File: src/rtl/eje4_pkg.sv
// Shared widths and FSM encoding for the eje4 hardware equivalence checker.
package eje4_pkg;

  localparam int N_IN  = 6;
  localparam int N_OUT = 3;
  localparam int N_VEC = 1 << N_IN;

  typedef logic [N_IN-1:0]  vec_t;
  typedef logic [N_OUT-1:0] res_t;
  typedef logic [N_IN:0]    cnt_t;

  typedef enum logic [1:0] {
    ST_IDLE    = 2'd0,
    ST_APPLY   = 2'd1,
    ST_COMPARE = 2'd2,
    ST_DONE    = 2'd3
  } state_t;

  localparam vec_t VEC_LAST = {N_IN{1'b1}};

endpackage

File: src/rtl/eje4_err_acc.sv
// Mismatch accumulator: counts mismatching vectors and latches the first one seen.
module eje4_err_acc
  import eje4_pkg::*;
(
  input  logic             clk,
  input  logic             reset,
  input  logic             clear,
  input  logic             en,
  input  logic [N_OUT-1:0] mism,
  input  logic [N_IN-1:0]  vec,
  output logic [N_IN:0]    err_count,
  output logic [N_IN-1:0]  first_err_vec,
  output logic [N_OUT-1:0] first_err_mask
);

  cnt_t err_count_q, err_count_d;
  vec_t first_vec_q, first_vec_d;
  res_t first_mask_q, first_mask_d;

  always_comb begin
    err_count_d  = err_count_q;
    first_vec_d  = first_vec_q;
    first_mask_d = first_mask_q;
    if (clear) begin
      err_count_d  = '0;
      first_vec_d  = '0;
      first_mask_d = '0;
    end else if (en && (mism != '0)) begin
      err_count_d = err_count_q + {{N_IN{1'b0}}, 1'b1};
      // A zero count means nothing has been captured yet in this sweep.
      if (err_count_q == '0) begin
        first_vec_d  = vec;
        first_mask_d = mism;
      end
    end
  end

  always_ff @(posedge clk or posedge reset) begin
    if (reset) begin
      err_count_q  <= '0;
      first_vec_q  <= '0;
      first_mask_q <= '0;
    end else begin
      err_count_q  <= err_count_d;
      first_vec_q  <= first_vec_d;
      first_mask_q <= first_mask_d;
    end
  end

  assign err_count      = err_count_q;
  assign first_err_vec  = first_vec_q;
  assign first_err_mask = first_mask_q;

endmodule

File: config.mk
export PLATFORM = sky130hd
export DESIGN_NAME = eje4_err_acc
export DESIGN_NICKNAME = d
export VERILOG_FILES = /design/src/rtl/eje4_pkg.sv /design/src/rtl/eje4_err_acc.sv
export SDC_FILE = /design/constraint.sdc
export NUM_CORES = 1
export LEC_CHECK = 0
export CORE_UTILIZATION = 35
export CTS_BUF_LIST = sky130_fd_sc_hd__clkbuf_8
export DETAILED_ROUTE_END_ITERATION = 8
export SETUP_SLACK_MARGIN = 0.02
export SYNTH_ARGS = -nofsm -noshare
export SYNTH_HDL_FRONTEND = slang
export SYNTH_SLANG_ARGS = --single-unit
File: constraint.sdc
create_clock -name clk -period 2.8 [get_ports clk]
set_input_delay 0.56 -clock clk [delete_from_list [all_inputs] [get_ports clk]]
set_output_delay 0.56 -clock clk [all_outputs]
set_load 0.1 [all_outputs]
==> results of run 1 <==
==> flip-flops by register name, indices dropped and copies added (netlist names) <==
name,flops
first_err_vec,6
err_count,7
first_err_mask,3
==> stage by stage <==
step / area, µm² / util / total power, mW / setup slack [ns] / hold slack [ns]
6_report: 1150 / 0.519 / 0.652 / 0.893 / 0.543
5_1_grt: 1150 / 0.519 / 0.683 / 0.810 / 0.566
4_1_cts: 1150 / 0.519 / 0.660 / 0.875 / 0.548
3_5_place_dp: 1090 / 0.494 / 0.457 / 0.613 / 0.534
3_3_place_gp: 1090 / 0.494 / 0.456 / 0.660 / 0.529
2_1_floorplan: 828 / - / 0.406 / 0.702 / 0.474
==> cells by family after synthesis <==
family,share of synthesized area
compound gates,0.0770
xor+xnor,0.0212
fa+ha+maj,0.0302
buf+inv,0.0363
flops,0.483
mux,0.121
simple gates,0.231
==> where the power goes <==
group / internal, mW / leakage, nW / switching [mW] / total, mW
combinational: 0.0574 / 0.278 / 0.140 / 0.198
clock: 0.124 / 0.0288 / 0.0755 / 0.200
sequential: 0.245 / 0.218 / 0.00930 / 0.254
total: 0.427 / 0.525 / 0.225 / 0.652
==> cell type report <==
class                           instances  area share
Clock buffer                            4      0.0480
Timing Repair Buffer                   29       0.216
Inverter                                3     0.00981
Sequential cell                        16       0.349
Multi-Input combinational cell         55       0.347
Tap cell                               28      0.0305
==> Yosys cell counts, drive strengths merged <==
cell / count
ha: 2
buf: 1
nand4: 1
or3: 3
nand3: 1
or4: 2
nand2b: 18
clkbuf: 2
nand2: 2
o31ai: 2
o311ai: 1
o21ai: 3
xor2: 1
mux2i: 10
a21oi: 4
inv: 3
nor4b: 1
dfrtp: 16
nor2: 3
xnor2: 1
==> worst paths after layout <==
kind / start / endpoint / slack, ns / cells after the start
worst max-delay path: mism[1] / first_err_vec[0] / 0.89 / 5
worst min-delay path: first_err_vec[5] / first_err_vec[5] / 0.54 / 2
worst max register to register: err_count[2] / first_err_vec[0] / 1.06 / 4
worst min register to register: first_err_vec[5] / first_err_vec[5] / 0.54 / 2
max in group asynchronous: reset / err_count[2] / 1.72 / 2
min in group asynchronous: reset / first_err_vec[5] / 0.69 / 2
==> tightest hold or removal path, cell delays in order, from the launching register on <==
cell      delay, ns
dfrtp_1        0.37
nand2b_1       0.07
mux2i_1        0.06
==> metal layers <==
layer	wire length, µm	track usage
met5	0	0
met4	8	0.0694
met3	64	0.0273
met2	759	0.213
met1	763	0.188
==> run summary, run 1 <==
Leak - 0.525 nW
Multi-input logic area - 398 µm²
Cell chain of the critical path - clkdlybuf4s50_1 -> o31ai_2 -> nor4b_2 -> buf_4 -> mux2i_1
Count of final setup violators - 0
Fin nets - 123
Required @ worst endpoint - 2.93 ns
Mapped Cells - 77
1st-pass router iterations - 4
CP Capture Type - flop
WP buf/inv - 2
Register area - 400 µm²
DRC - 0
Core box area - 2210 µm²
Effective utilization at floorplan - 0.374
Root buf cell - clkbuf_8
Critical path launch point type - input port
Synth top area share - 0.483
Initial DRC Count - 9
Worst slew pin tran - 0.676 ns
Synth unique cells - 21
Largest net degree at the start of global routing - 26
Share of post-route cells with drive strength above 1 - 0.215
Diode count - 0
Post-CTS Hold Fix Bufs - 0
Sum Neg Setup Slack - 0 ns
Count of input and output buffers - 28
Most frequent cells in the layout - nand2b_1 (18), buf_4 (17), dfrtp_1 (16)
Max clock buf depth - 2
Ports - 29
CTS sink count - 16
Fin crit share - 0.681
Number of synthesized register bits - 16
Die width - 50.6 µm
Max incr delay on CP - 0.56 ns
Via density - 4.82
Crit Path Max Fanout - 9
H-tree Lvls - 1
Kind of critical path - input port to flop
Rel. slew slack - 0.548
Hold crit path type - flop to flop
Pwr/cell area - 568 nW/µm²
Commonest non-fill, non-tap cell in the layout - nand2b_1
CTS tree - built
Routed Antenna Nets - 0
Peak VDD IR - 0.000282 V
Vias in the first global route - 600
Latest clock arrival within the worst-skew pair - 0.24 ns
Yosys top cell by area - dfrtp_1
Status - finished, final reports clean
Hold Vio Cnt, Final - 0
Max-cap violations - 0
Layout Skew - 0.00128 ns
Initial antenna violation count - 0
Global-route usage over all layers - 0.140
Net count after synthesis - 92
Filler Cell Count - 202
Post-CTS Setup Repair Bufs - 0
Crit-path slowest cell - o31ai_2
Sequential area share after synthesis - 0.483
Max-slew violations - 0
First-pass GRT wire length - 2660 µm
Die Y - 50.6 µm
Detailed placement HPWL - 1160 µm
Synth area leaders - dfrtp_1 (48%), nand2b_1 (14%), mux2i_1 (12%)
Fmax - 524 MHz
DP Cell Count - 131
Worst EP arrival - 2.03 ns
Routed WL per cell - 11.8 µm
Tmin final - 1.91 ns
Synthesized area - 828 µm²
CTS Buf Count - 3
Routed WL - 1600 µm
Avg Inst Size Synth - 10.8 µm²
RSZ-0062 raised after global routing - false
Via count - 651
Area of the die - 2560 µm²
Synthesis Warnings - 0
CTS clock-pin slew for the worst setup and hold paths - 0.06 ns
Gp weighted congestion - 0.785
Finished Layout Cells - 135
CP delay by family, top - buffers and inverters
Global route total overflow - 0
Area Growth Syn to Fin - 38.5%
Resize count post-CTS - 0
Row count - 17
No activity file was read; power rests on OpenSTA's default activity.
==> run 2: changes to the inputs <==
==> constraint.sdc (replaced) <==
create_clock -name clk -period 1.77 [get_ports clk]
set_input_delay 0.354 -clock clk [delete_from_list [all_inputs] [get_ports clk]]
set_output_delay 0.354 -clock clk [all_outputs]
set_load 0.1 [all_outputs]
==> run 2 against run 1 <==
Compared with the run above: the flow now finishes with violations (setup timing); clock skew about the same; die area is the same; sequential cell count did not move; combinational power up 100%; cell count rose by 9.6%; hold slack got worse by 0.14 ns; count of clock-buffer cells in the layout is the same; non-clock buffer count increased by 13; sequential share of layout area is 6.9 points lower; critical path depth shrank 1; largest cell class is now non-clock buffers.
==> run summary, run 2 (synthesized netlist as in run 1, its figures left out) <==
Kind of critical path - flop to flop
CP Capture Type - flop
Root buf cell - clkbuf_8
Pwr/cell area - 766 nW/µm²
Grt peak-use layer - met2
Status - complete, but fails checks
Core box area - 2210 µm²
Worst EP arrival - 1.97 ns
Post-CTS Setup Repair Bufs - 0
Met2 usage - 0.340
Routed Antenna Nets - 0
Routed WL per cell - 13.3 µm
Rel. slew slack - 0.648
Routed WL - 1970 µm
Required @ worst endpoint - 1.93 ns
CP delay by family, top - simple AND/OR/NAND/NOR gates
Violated checks - setup timing
Area Growth Syn to Fin - 79.3%
Area of the die - 2560 µm²
Flop2flop setup slack - -0.04 ns
Count of input and output buffers - 28
Hold Vio Cnt, Final - 0
WP buf/inv - 1
Tmin final - 1.81 ns
Worst slew pin tran - 0.527 ns
CTS Buf Count - 3
Peak VDD IR - 0.000522 V
Layout Skew - 0.00175 ns
Setup slack after layout - -0.0409 ns
Via count - 716
Final hold slack - 0.399 ns
Max incr delay on CP - 0.56 ns
Die Y - 50.6 µm
Critical path launch point type - flop
Leak - 0.636 nW
DRC - 0
GR Util met3 - 0.0303
Diode count - 0
CTS sink count - 16
Resize count post-CTS - 0
Row count - 17
DP Area - 1430 µm²
Fin nets - 136
Vias in the first global route - 730
Latest clock arrival within the worst-skew pair - 0.25 ns
Filler Cell Count - 181
Hold crit path type - input port to asynchronous set/reset pin
1st-pass router iterations - 3
Max-slew violations - 0
Gp weighted congestion - 0.757
Max-cap violations - 0
Share of post-route cells with drive strength above 1 - 0.358
Global-route usage over all layers - 0.173
Post-CTS Hold Fix Bufs - 0
H-tree Lvls - 1
Max clock buf depth - 2
Fin crit share - 1.02
Initial antenna violation count - 0
Met1 Use GR - 0.177
Commonest non-fill, non-tap cell in the layout - nand2b_1
First-pass GRT wire length - 3220 µm
Fmax - 552 MHz
Detailed placement HPWL - 1610 µm
Crit-path slowest cell - or4_4
Most frequent cells in the layout - nand2b_1 (18), buf_12 (17), buf_4 (13)
Max reg flops - 7
Multi-input logic area - 410 µm²
Final instance area - 1490 µm²
RSZ-0062 raised after global routing - true
Crit Path Max Fanout - 9
Count of final setup violators - 3
Register area - 415 µm²
Ports - 29
CTS clock-pin slew for the worst setup and hold paths - 0.06 ns
Largest net degree at the start of global routing - 22
CTS tree - built
Effective utilization at floorplan - 0.374
Via density - 4.84
Die width - 50.6 µm
Cell chain of the critical path - or4_4 -> nor4b_4 -> buf_12 -> mux2i_1
Global route total overflow - 0
Initial DRC Count - 9
-- run 2: per-layer routing --
metal / part of all wire / up-vias
met5: 0 / -
met4: 0.012 / 0
met3: 0.033 / 4
met2: 0.57 / 16
met1: 0.39 / 345
li1: - / 351
-- run 2: final timing paths --
kind / cells after the start / end / startpoint
max: 4 / first_err_mask[2] / err_count[5]
max reg2reg: 4 / first_err_mask[2] / err_count[5]
max in group asynchronous: 3 / first_err_vec[1] / reset
min in group clk: 2 / first_err_vec[0] / first_err_vec[0]
min reg2reg: 2 / first_err_vec[0] / first_err_vec[0]
min: 2 / first_err_vec[3] / reset
-- run 2: where the power goes --
group / leakage, nW / internal (mW) / total (mW) / switching [mW]
combinational: 0.400 / 0.169 / 0.399 / 0.230
sequential: 0.207 / 0.388 / 0.416 / 0.0276
clock: 0.0288 / 0.197 / 0.323 / 0.126
total: 0.636 / 0.754 / 1.14 / 0.384
-- run 2: area by class of cell --
type | count | share of cell area
clock buffer | 4 | 0.0371
inverter | 3 | 0.00758
multi-input combinational | 55 | 0.276
sequential | 16 | 0.280
tap | 28 | 0.0236
timing repair buffer | 42 | 0.376
-- run 2: metrics by stage --
stage / setup TNS (ns) / instances / utilization / setup WS, ns / total power, mW
floorplan: -0.684 / 77 / - / -0.0760 / 0.648
CTS: -0.211 / 148 / 0.671 / -0.0718 / 1.15
global route: -0.595 / 148 / 0.671 / -0.0990 / 1.18
detailed placement: -0.331 / 144 / 0.646 / -0.113 / 0.826
finish: -0.0544 / 148 / 0.671 / -0.0409 / 1.14
global placement: -0.141 / 144 / 0.646 / -0.0523 / 0.817
==> run 3: changes to the inputs <==
--- a/config.mk
+++ b/config.mk
@@ -5,9 +5,10 @@
 export SDC_FILE = /design/constraint.sdc
 export NUM_CORES = 1
 export LEC_CHECK = 0
-export CORE_UTILIZATION = 35
+export CORE_UTILIZATION = 40
 export CTS_BUF_LIST = sky130_fd_sc_hd__clkbuf_8
 export DETAILED_ROUTE_END_ITERATION = 8
+export PLACE_DENSITY = 0.72
 export SETUP_SLACK_MARGIN = 0.02
 export SYNTH_ARGS = -nofsm -noshare
 export SYNTH_HDL_FRONTEND = slang
==> run 3 against run 2 <==
Compared with the run above: the flow now finishes without violations; core utilization rose by 8.5 points; critical path type unchanged; hold slack got worse by 0.064 ns; non-clock buffer count did not move; sequential share of layout area barely moved; sequential cell count did not move; global-route usage rose by 2.0 points.
==> run summary, run 3 (synthesized netlist as in run 1, its figures left out) <==
Leak - 0.636 nW
CP Capture Type - flop
CTS clock-pin slew for the worst setup and hold paths - 0.06 ns
Hold Vio Cnt, Final - 0
Sum Neg Setup Slack - 0 ns
Diode count - 0
Final instance area - 1480 µm²
Commonest non-fill, non-tap cell in the layout - nand2b_1
Worst EP arrival - 1.92 ns
1st-pass router iterations - 4
Cell chain of the critical path - or4_4 -> nor4b_4 -> buf_12 -> mux2i_1
CTS tree - built
Worst slew pin tran - 0.518 ns
R2R depth - 4
Via count - 719
Detailed placement HPWL - 1490 µm
CTS sink count - 16
Gp weighted congestion - 0.843
Global-route usage over all layers - 0.193
Share of post-route cells with drive strength above 1 - 0.358
Worst R2R Start - err_count[5]
Total power - 1.14 mW
Initial antenna violation count - 0
DP Area - 1430 µm²
Max-slew violations - 0
Fmax - 571 MHz
Max reg flops - 7
Root buf cell - clkbuf_8
Core box area - 1960 µm²
Global route total overflow - 0
Row count - 16
Crit-path slowest cell - or4_4
Peak VDD IR - 0.000566 V
Filler Cell Count - 137
Max-cap violations - 0
Flop2flop setup slack - 0.02 ns
H-tree Lvls - 1
CP Capture Point - first_err_vec[0]
Area Growth Syn to Fin - 79.2%
Ports - 29
Max incr delay on CP - 0.55 ns
RSZ-0062 raised after global routing - true
Count of input and output buffers - 28
CTS Buf Count - 3
Area of the die - 2260 µm²
Die Y - 47.5 µm
Via density - 4.89
Crit Path Max Fanout - 9
Required @ worst endpoint - 1.94 ns
Critical Path Start - err_count[5]
Routed WL per cell - 12.9 µm
Status - finished, final reports clean
Fin crit share - 0.989
Multi-input logic area - 410 µm²
Resize count post-CTS - 0
Register area - 415 µm²
DRC - 0
Hold crit path type - input port to asynchronous set/reset pin
Largest net degree at the start of global routing - 17
First-pass GRT wire length - 2930 µm
Layout Skew - 0.00188 ns
Kind of critical path - flop to flop
Critical path launch point type - flop
Fin nets - 136
Tmin final - 1.75 ns
Vias in the first global route - 705
Count of final setup violators - 0
Pwr/cell area - 766 nW/µm²
Latest clock arrival within the worst-skew pair - 0.25 ns
Routed WL - 1890 µm
Final core occ - 0.756
Most frequent cells in the layout - nand2b_1 (18), buf_12 (17), buf_4 (13)
Effective utilization at floorplan - 0.422
FF-to-FF End - first_err_vec[0]
Final hold slack - 0.335 ns
Max clock buf depth - 2
Die width - 47.5 µm
Rel. slew slack - 0.653
Initial DRC Count - 6
Routed Antenna Nets - 0
-- run 3: cell counts in the layout (fill, tap and decap cells not counted) --
Identical to the previous run, type by type.
-- run 3: what timing repair did --
item,CTS,global route
hold buffers,0,0
setup endpoints to repair,8,9
setup buffers,0,0
-- run 3: how the worst min path moves through the flow --
stage	start	to	cells after the start
finish	reset	err_count[5]	2
global route	reset	err_count[2]	2
global placement	first_err_vec[4]	first_err_vec[4]	2
detailed placement	first_err_vec[4]	first_err_vec[4]	2
floorplan	reset	err_count[6]	1
CTS	reset	err_count[2]	2
-- run 3: metrics by stage --
stage               std cells  worst slack [ns]
finish                    147            0.0190
global placement          143           -0.0477
detailed placement        143            -0.106
global route              147           -0.0544
CTS                       147           -0.0102
floorplan                  77           -0.0760
-- run 3: layout make-up --
| cell class | count | area share |
|---|---|---|
| timing repair buffer | 42 | 0.376 |
| sequential | 16 | 0.280 |
| multi-input combinational | 55 | 0.277 |
| clock buffer | 4 | 0.0371 |
| tap | 27 | 0.0228 |
| inverter | 3 | 0.00759 |
-- run 3: metal layers --
| metal | vias up | GRT usage | share of wire |
|---|---|---|---|
| li1 | 350 | - | - |
| met1 | 341 | 0.214 | 0.40 |
| met2 | 26 | 0.329 | 0.54 |
| met3 | 2 | 0.0491 | 0.051 |
| met4 | 0 | 0.120 | 0.0053 |
| met5 | - | 0 | 0 |
-- run 3: report_power, final --
part	leakage (nW)	internal (mW)	switching, mW	total (mW)
Sequential	0.207	0.388	0.0279	0.416
Combinational	0.400	0.168	0.229	0.397
Clock	0.0288	0.197	0.125	0.323
Total	0.636	0.754	0.382	1.14
-- run 3: worst max-delay path: cells and delay by family, from the launching register on --
kind                   cells  cell delay [ns]
AND/OR/NAND/NOR            2             0.83
flip-flops                 1             0.47
multiplexers               1             0.19
buffers and inverters      1             0.18
